[src/rtl/la_capture_writer_if.sv]
// -----------------------------------------------------------------------------
// la_capture_writer_if
// Write-client bus between one logic-analyzer capture writer and the memory
// arbiter (one 128-bit laN_wr_* port).
//   wr_en   : writer -> arbiter, a word is being offered
//   wr_addr : writer -> arbiter, DRAM address of wr_data
//   wr_data : writer -> arbiter, 128-bit capture word
//   wr_ack  : arbiter -> writer, current word accepted this cycle
// -----------------------------------------------------------------------------
interface la_capture_writer_if;
    logic         wr_en;
    logic [28:0]  wr_addr;
    logic [127:0] wr_data;
    logic         wr_ack;

    modport master (output wr_en, output wr_addr, output wr_data, input wr_ack);
    modport slave  (input wr_en, input wr_addr, input wr_data, output wr_ack);
endinterface

[src/rtl/la_capture_writer.sv]
// -----------------------------------------------------------------------------
// la_capture_writer
// Capture-side write client for one logic-analyzer channel (clk_ram_2x domain).
// Buffers a 128-bit capture stream in a small first-word-fall-through FIFO and
// writes it into a circular DRAM region through the arbiter write port.
// Supports arm, trigger and a post-trigger word count, then flushes and
// reports the address of the first post-trigger word.
//
// Ports:
//   clk_ram_2x     : sole clock
//   rst_n          : asynchronous active-low reset
//   arm_i          : pulse, clear state and start pre-trigger capture
//   trigger_i      : pulse, trigger event (honoured only in PRE)
//   post_words_i   : words to capture after trigger, sampled on arm
//   cap_valid_i    : cap_data_i valid this cycle
//   cap_data_i     : capture word
//   wr_if          : arbiter write port (wr_en/wr_addr/wr_data out, wr_ack in)
//   armed_o        : in PRE or POST
//   triggered_o    : sticky, trigger accepted since arm
//   done_o         : capture complete, every word written
//   overflow_o     : sticky, a word was dropped on a full FIFO
//   wrapped_o      : sticky, write index wrapped past RING_WORDS-1
//   trig_addr_o    : address of the first post-trigger word
// -----------------------------------------------------------------------------
module la_capture_writer #(
    parameter int          FIFO_DEPTH = 16,
    parameter logic [28:0] BASE_ADDR  = 29'h0,
    parameter int          RING_WORDS = 65536,
    parameter int          ADDR_STEP  = 4
) (
    input  logic                 clk_ram_2x,
    input  logic                 rst_n,
    input  logic                 arm_i,
    input  logic                 trigger_i,
    input  logic [31:0]          post_words_i,
    input  logic                 cap_valid_i,
    input  logic [127:0]         cap_data_i,
    la_capture_writer_if.master  wr_if,
    output logic                 armed_o,
    output logic                 triggered_o,
    output logic                 done_o,
    output logic                 overflow_o,
    output logic                 wrapped_o,
    output logic [28:0]          trig_addr_o
);

    localparam int IDX_W = (RING_WORDS > 1) ? $clog2(RING_WORDS) : 1;
    localparam int PTR_W = $clog2(FIFO_DEPTH);
    localparam int CNT_W = PTR_W + 1;

    typedef enum logic [2:0] {
        ST_IDLE  = 3'd0,
        ST_PRE   = 3'd1,
        ST_POST  = 3'd2,
        ST_FLUSH = 3'd3,
        ST_DONE  = 3'd4
    } state_e;

    state_e               state_q, state_d;
    logic [127:0]         mem_q [FIFO_DEPTH];
    logic [PTR_W-1:0]     wr_ptr_q, wr_ptr_d;
    logic [PTR_W-1:0]     rd_ptr_q, rd_ptr_d;
    logic [CNT_W-1:0]     count_q, count_d;
    logic [IDX_W-1:0]     in_idx_q, in_idx_d;
    logic [IDX_W-1:0]     out_idx_q, out_idx_d;
    logic [31:0]          post_cnt_q, post_cnt_d;
    logic [31:0]          post_words_q, post_words_d;
    logic                 armed_q, armed_d;
    logic                 triggered_q, triggered_d;
    logic                 done_q, done_d;
    logic                 overflow_q, overflow_d;
    logic                 wrapped_q, wrapped_d;
    logic [28:0]          trig_addr_q, trig_addr_d;

    logic                 fifo_empty_s;
    logic                 fifo_full_s;
    logic                 pop_s;
    logic                 push_s;
    logic                 cap_open_s;

    // Ring index to DRAM address; product and sum truncate to 29 bits.
    function automatic logic [28:0] idx_to_addr(input logic [IDX_W-1:0] idx);
        return BASE_ADDR + (29'(idx) * 29'(ADDR_STEP));
    endfunction

    assign fifo_empty_s = (count_q == {CNT_W{1'b0}});
    assign fifo_full_s  = (count_q == CNT_W'(FIFO_DEPTH));
    assign pop_s        = !fifo_empty_s && wr_if.wr_ack;

    // Write side: head of the FIFO is presented directly (fall-through); data is
    // forced to zero while nothing is offered so an idle port reads as zero.
    assign wr_if.wr_en   = !fifo_empty_s;
    assign wr_if.wr_addr = idx_to_addr(out_idx_q);
    assign wr_if.wr_data = fifo_empty_s ? 128'd0 : mem_q[rd_ptr_q];

    assign armed_o     = armed_q;
    assign triggered_o = triggered_q;
    assign done_o      = done_q;
    assign overflow_o  = overflow_q;
    assign wrapped_o   = wrapped_q;
    assign trig_addr_o = trig_addr_q;

    // Next-state logic: capture FSM, FIFO bookkeeping, ring indices and flags.
    always_comb begin
        state_d      = state_q;
        wr_ptr_d     = wr_ptr_q;
        rd_ptr_d     = rd_ptr_q;
        count_d      = count_q;
        in_idx_d     = in_idx_q;
        out_idx_d    = out_idx_q;
        post_cnt_d   = post_cnt_q;
        post_words_d = post_words_q;
        triggered_d  = triggered_q;
        done_d       = done_q;
        overflow_d   = overflow_q;
        wrapped_d    = wrapped_q;
        trig_addr_d  = trig_addr_q;
        cap_open_s   = 1'b0;
        push_s       = 1'b0;

        if (arm_i) begin
            // Arm wins over everything: FIFO flushed (wr_en drops next cycle even
            // mid-handshake), trigger and capture word of this cycle ignored.
            state_d      = ST_PRE;
            wr_ptr_d     = {PTR_W{1'b0}};
            rd_ptr_d     = {PTR_W{1'b0}};
            count_d      = {CNT_W{1'b0}};
            in_idx_d     = {IDX_W{1'b0}};
            out_idx_d    = {IDX_W{1'b0}};
            post_cnt_d   = 32'd0;
            post_words_d = post_words_i;
            triggered_d  = 1'b0;
            done_d       = 1'b0;
            overflow_d   = 1'b0;
            wrapped_d    = 1'b0;
        end else begin
            // A trigger with zero post words closes the input in the trigger cycle.
            case (state_q)
                ST_PRE:  cap_open_s = !(trigger_i && (post_words_q == 32'd0));
                ST_POST: cap_open_s = 1'b1;
                default: cap_open_s = 1'b0;
            endcase

            // Fullness is judged on the registered count: a same-cycle pop does
            // not make room for a push.
            push_s = cap_open_s && cap_valid_i && !fifo_full_s;

            if (cap_open_s && cap_valid_i && fifo_full_s) begin
                overflow_d = 1'b1;
            end else begin
                overflow_d = overflow_q;
            end

            if (push_s) begin
                wr_ptr_d = wr_ptr_q + PTR_W'(1'b1);
                in_idx_d = in_idx_q + IDX_W'(1'b1);
                if (in_idx_q == IDX_W'(RING_WORDS - 1)) begin
                    wrapped_d = 1'b1;
                end else begin
                    wrapped_d = wrapped_q;
                end
            end else begin
                wr_ptr_d = wr_ptr_q;
                in_idx_d = in_idx_q;
            end

            if (pop_s) begin
                rd_ptr_d  = rd_ptr_q + PTR_W'(1'b1);
                out_idx_d = out_idx_q + IDX_W'(1'b1);
            end else begin
                rd_ptr_d  = rd_ptr_q;
                out_idx_d = out_idx_q;
            end

            case ({push_s, pop_s})
                2'b10:   count_d = count_q + CNT_W'(1'b1);
                2'b01:   count_d = count_q - CNT_W'(1'b1);
                default: count_d = count_q;
            endcase

            case (state_q)
                ST_PRE: begin
                    if (trigger_i) begin
                        triggered_d = 1'b1;
                        trig_addr_d = idx_to_addr(in_idx_q);
                        if (post_words_q == 32'd0) begin
                            post_cnt_d = 32'd0;
                            state_d    = ST_FLUSH;
                        end else if (push_s) begin
                            // The trigger-cycle word is the first post word.
                            post_cnt_d = post_words_q - 32'd1;
                            state_d    = (post_words_q == 32'd1) ? ST_FLUSH : ST_POST;
                        end else begin
                            post_cnt_d = post_words_q;
                            state_d    = ST_POST;
                        end
                    end else begin
                        state_d = ST_PRE;
                    end
                end
                ST_POST: begin
                    if (push_s) begin
                        post_cnt_d = post_cnt_q - 32'd1;
                        state_d    = (post_cnt_q == 32'd1) ? ST_FLUSH : ST_POST;
                    end else begin
                        state_d = ST_POST;
                    end
                end
                ST_FLUSH: begin
                    // Finish in the cycle of the last transfer so done rises
                    // right after it.
                    if (fifo_empty_s || ((count_q == CNT_W'(1'b1)) && pop_s)) begin
                        state_d = ST_DONE;
                        done_d  = 1'b1;
                    end else begin
                        state_d = ST_FLUSH;
                    end
                end
                ST_IDLE:  state_d = ST_IDLE;
                ST_DONE:  state_d = ST_DONE;
                default:  state_d = ST_IDLE;
            endcase
        end

        armed_d = (state_d == ST_PRE) || (state_d == ST_POST);
    end

    // Capture FIFO storage; contents need no reset since empty slots are never read out.
    always_ff @(posedge clk_ram_2x) begin
        if (push_s) begin
            mem_q[wr_ptr_q] <= cap_data_i;
        end
    end

    // State, index and flag registers.
    always_ff @(posedge clk_ram_2x or negedge rst_n) begin
        if (!rst_n) begin
            state_q      <= ST_IDLE;
            wr_ptr_q     <= {PTR_W{1'b0}};
            rd_ptr_q     <= {PTR_W{1'b0}};
            count_q      <= {CNT_W{1'b0}};
            in_idx_q     <= {IDX_W{1'b0}};
            out_idx_q    <= {IDX_W{1'b0}};
            post_cnt_q   <= 32'd0;
            post_words_q <= 32'd0;
            armed_q      <= 1'b0;
            triggered_q  <= 1'b0;
            done_q       <= 1'b0;
            overflow_q   <= 1'b0;
            wrapped_q    <= 1'b0;
            trig_addr_q  <= 29'd0;
        end else begin
            state_q      <= state_d;
            wr_ptr_q     <= wr_ptr_d;
            rd_ptr_q     <= rd_ptr_d;
            count_q      <= count_d;
            in_idx_q     <= in_idx_d;
            out_idx_q    <= out_idx_d;
            post_cnt_q   <= post_cnt_d;
            post_words_q <= post_words_d;
            armed_q      <= armed_d;
            triggered_q  <= triggered_d;
            done_q       <= done_d;
            overflow_q   <= overflow_d;
            wrapped_q    <= wrapped_d;
            trig_addr_q  <= trig_addr_d;
        end
    end

endmodule

[src/flat_wrapper.sv]
// flat-port wrapper written by rule: the top's interface ports become plain ports
module la_capture_writer_flat 
#(
    parameter int          FIFO_DEPTH = 16,
    parameter logic [28:0] BASE_ADDR  = 29'h0,
    parameter int          RING_WORDS = 65536,
    parameter int          ADDR_STEP  = 4
)
  (clk_ram_2x, rst_n, arm_i, trigger_i, post_words_i, cap_valid_i, cap_data_i, armed_o, triggered_o, done_o, overflow_o, wrapped_o, trig_addr_o, wr_if_wr_en, wr_if_wr_addr, wr_if_wr_data, wr_if_wr_ack);
  la_capture_writer_if wr_if_i ();
  input  logic clk_ram_2x;
  input  logic rst_n;
  input  logic arm_i;
  input  logic trigger_i;
  input  logic [31:0] post_words_i;
  input  logic cap_valid_i;
  input  logic [127:0] cap_data_i;
  output logic armed_o;
  output logic triggered_o;
  output logic done_o;
  output logic overflow_o;
  output logic wrapped_o;
  output logic [28:0] trig_addr_o;
  output wire logic [$bits(wr_if_i.wr_en)-1:0] wr_if_wr_en;
  output wire logic [$bits(wr_if_i.wr_addr)-1:0] wr_if_wr_addr;
  output wire logic [$bits(wr_if_i.wr_data)-1:0] wr_if_wr_data;
  input wire logic [$bits(wr_if_i.wr_ack)-1:0] wr_if_wr_ack;
  assign wr_if_wr_en = wr_if_i.wr_en;
  assign wr_if_wr_addr = wr_if_i.wr_addr;
  assign wr_if_wr_data = wr_if_i.wr_data;
  assign wr_if_i.wr_ack = wr_if_wr_ack;
  la_capture_writer #(.FIFO_DEPTH(FIFO_DEPTH), .BASE_ADDR(BASE_ADDR), .RING_WORDS(RING_WORDS), .ADDR_STEP(ADDR_STEP)) u_core (.clk_ram_2x(clk_ram_2x), .rst_n(rst_n), .arm_i(arm_i), .trigger_i(trigger_i), .post_words_i(post_words_i), .cap_valid_i(cap_valid_i), .cap_data_i(cap_data_i), .wr_if(wr_if_i), .armed_o(armed_o), .triggered_o(triggered_o), .done_o(done_o), .overflow_o(overflow_o), .wrapped_o(wrapped_o), .trig_addr_o(trig_addr_o));
endmodule
[config.mk]
export PLATFORM = sky130hd
export DESIGN_NAME = la_capture_writer_flat
export DESIGN_NICKNAME = d
export VERILOG_FILES = /design/src/rtl/la_capture_writer_if.sv /design/src/rtl/la_capture_writer.sv /design/src/flat_wrapper.sv
export SDC_FILE = /design/constraint.sdc
export NUM_CORES = 2
export LEC_CHECK = 0
export CAP_MARGIN = 30
export CORE_MARGIN = 1
export CORE_UTILIZATION = 60
export CTS_CLUSTER_DIAMETER = 80
export DETAILED_ROUTE_END_ITERATION = 8
export PLACE_DENSITY = 0.81
export SYNTH_ARGS = -nofsm -noshare
export SYNTH_HDL_FRONTEND = slang
export SYNTH_SLANG_ARGS = --single-unit
[constraint.sdc]
create_clock -name clk_ram_2x -period 14.7 [get_ports clk_ram_2x]
set_input_delay 2.94 -clock clk_ram_2x [delete_from_list [all_inputs] [get_ports clk_ram_2x]]
set_output_delay 2.94 -clock clk_ram_2x [all_outputs]
set_load 0.05 [all_outputs]
==> impl_metrics.tcl <==
set metrics [dict create \
    status "completed" \
    hold_path.class "reg -> reg" \
    synth_compound_area_frac 0.01064 \
    layout.nets 4381 \
    postCtsSetupRepairBufs 0 \
    rsz0062_at_grt "false" \
    numPortBuffers 331 \
    drt_first_pass_iters 5 \
    synth_top_family_by_area "multiplexers" \
    dpl_cell_area_um2 90580 \
    clock_latency_ns 0.84 \
    finalSetupViolations 0 \
    tightest_slew_ns 1.129 \
    cts_resized 0 \
    cts_tree "yes" \
    syn-cell-area_um2 84910 \
    critPathRequiredTime_ns 11.76 \
    ir_drop_mv 0.2028 \
    synthXorXnorAreaFrac 0.006292 \
    ys_seq_area_frac 0.7635 \
    die_x_um 378.2 \
    synth.distinct_cells 67 \
    antenna_left 0 \
    ys.flop_type "edfxtp_1" \
    tns_ns 0 \
    cp_data_arrival_time_ns 5.49 \
    track_usage 0.2935 \
    yosysWarnings 0 \
    period_needed_ns 8.426 \
    slowest_delay_ns 1.05 \
    clkTransAtPathRegs_ns 0.07 \
    place_ws_ns 6.970 \
    first_global_vias 43230 \
    async_reset_ff_frac 0.06098 \
    synthSimpleGateAreaFrac 0.02950 \
    wl_per_cell_um 32.99 \
    gp_congestion 0.9041 \
    vias_per_cell 6.769 \
    relSlewSlack 0.2471 \
    cp_cell_sequence "buf_12, buf_4, buf_16, mux4_2, mux4_2, and2_1, clkdlybuf4s50_1" \
    rows 137 \
    synth_edf_count 2048 \
    design_area_um2 97430 \
    cts_buffers 205 \
    root_buffer "clkbuf_16" \
    synthAdderAreaFrac 0.002063 \
    n_fill_cell 7942 \
    clock-sinks 2181 \
    cp_slowest_cell "dfrtp_4" \
    cp-start-kind "flop" \
    fin_ws_ns 6.274 \
    finalPower_mw 16.41 \
    fp.dieH_um 378.2 \
    start_util 0.6071 \
    core_region_area_um2 139900 \
    fmax_mhz 118.7 \
    clockBufferDepth 3 \
    p_leak_nw 30.11 \
    finalCritPeriodShare 0.5732 \
    die_area_um2 143000 \
    syn_area_per_cell_um2 22.44 \
    finalHoldViolCount 0 \
    critPathKind "reg -> out" \
    path_common_cell "mux4_2" \
    grt_pass1_wl_um 298500 \
    muxShareOfSynthArea 0.1763 \
    final_core_util 0.6965 \
    end_kind "primary output" \
    finalMaxSlewViolations 0 \
    drt_iter0_drc 4922 \
    place_hpwl_um 96880 \
    drc 0 \
    postSynthCellCount 3784 \
    clock_skew_ns 0.04650 \
    drive_above_1_share 0.2509 \
    vias 42413 \
    grt_max_degree 165 \
    max_cap_violations 0 \
    p_per_area_nw_per_um2 168.4 \
    holdBufCountCts 0 \
    htreeDepth 4 \
    ioPinCount 358 \
    overflow 0 \
    routed_wl_um 206700 \
    antenna_found_initial 34 \
    area_delta_synth_final_pct 14.74 \
    synth_seq_cells 2181 \
    crit_path_max_fanout 155 \
]
-- worst max-delay path, delay by kind of cell (launching register included) --
family / cells / cell delay (ns)
buffers and inverters: 4 / 2.00
DFF: 1 / 1.05
muxes: 2 / 0.94
and+or+nand+nor: 1 / 0.23
-- synthesized netlist by cell type (6+ instances only) --
cell type     n  area (um2)
buf_1        57       214.0
a21oi_1      45       225.2
mux2_2       47       529.3
nand3b_1      6       45.04
nand4_1      15       93.84
inv_1        13       48.80
or4_1         6       45.04
dfrtp_1     133        3328
and2_1      131       819.5
nand3_1      23       115.1
o21ai_0      63       315.3
xnor2_1      27       236.5
nor3_1       36       180.2
mux4_2      640       14410
clkbuf_1    132       495.5
ha_1         14       175.2
o221ai_1     10       87.58
nand2_1      76       285.3
or3_1        16       100.1
buf_4        27       202.7
nor2_1       80       300.3
nor2b_1       8       50.05
nor4_1       17       106.4
edfxtp_1   2048       61500
xor2_1       34       297.8
-- layer usage --
metal  vias to the layer above  global-route usage  routed length (um)
met5                         -                   0                 168
met4                        30             0.09724                6155
met3                       418             0.06077               18980
met2                      2665              0.4870              105500
met1                     22601              0.3933               75880
li1                      16699                   -                   -
-- path summary, 6_finish.rpt --
| path | start | to | slack [ns] | cells after the start |
|---|---|---|---|---|
| worst max-delay path | u_core.rd_ptr_q[1] | wr_if_wr_data[100] | 6.27 | 7 |
| worst min-delay path | u_core.triggered_o | u_core.triggered_o | 0.51 | 2 |
| worst max register to register | u_core.count_q[1] | u_core.mem_q[10][92] | 9.43 | 11 |
| worst min register to register | u_core.triggered_o | u_core.triggered_o | 0.51 | 2 |
| max in group asynchronous | rst_n | u_core.wr_ptr_q[2] | 11.34 | 2 |
| min in group asynchronous | rst_n | u_core.post_words_q[7] | 2.11 | 1 |
-- placed cells by master (no fill, tap or decap), types with 37 or more instances in the layout --
cell type        count
a21oi_1             45
and2_1             131
buf_4               53
clkbuf_1            44
clkbuf_16          209
clkdlybuf4s50_1    329
clkinv_1            37
clkinv_2            40
dfrtp_1            129
edfxtp_1          2048
mux2_2              47
mux4_2             640
nand2_1             76
nor2_1              72
o21ai_0             63
-- power by group --
| part | internal [mW] | switching, mW | total [mW] | leakage, nW |
|---|---|---|---|---|
| clock | 2.94 | 2.34 | 5.28 | 3.24 |
| sequential | 6.91 | 0.106 | 7.02 | 20.2 |
| combinational | 1.70 | 2.41 | 4.11 | 6.69 |
-- cells by family (layout without fill, tap and decap cells) --
logic type                 after synthesis  count (layout)
DFF                                   2181            2181
muxes                                  690             690
and+or+nand+nor                        455             455
buffers and inverters                  232             792
AOI/OAI and AO/OA                      150             150
xor gates and xnor gates                61              61
adders and majority gates               14              14
other                                    1              47
-- metrics by stage --
stage,instances,hold WS (ns)
global route,6258,0.5315
finish,6266,0.5069
CTS,6240,0.5138
floorplan,3809,0.4551
detailed placement,5865,0.4954
global placement,5861,0.4734
-- state kept, by name (all words and copies together), names as in the netlist --
register and count:
u_core.wr_ptr_q 4, u_core.in_idx_q 16, u_core.mem_q 2048, u_core.post_cnt_q 32, u_core.wrapped_o 1, u_core.done_o 1, u_core.out_idx_q 16, u_core.count_q 5
u_core.triggered_o 1, u_core.overflow_o 1, u_core.post_words_q 32, u_core.state_q 3, u_core.trig_addr_o 16, u_core.armed_o 1, u_core.rd_ptr_q 4
-- final cells by class --
| type | instances | area (um2) | area share |
|---|---|---|---|
| clock inverter | 122 | 1266 | 0.01300 |
| multi-input combinational | 1396 | 19290 | 0.1980 |
| timing repair buffer | 404 | 4183 | 0.04293 |
| clock buffer | 253 | 5395 | 0.05538 |
| sequential | 2181 | 64840 | 0.6655 |
| antenna | 21 | 52.55 | 0.0005394 |
| inverter | 13 | 48.80 | 0.0005009 |
| tap | 1876 | 2347 | 0.02409 |
No activity file was read; power rests on OpenSTA's default activity.
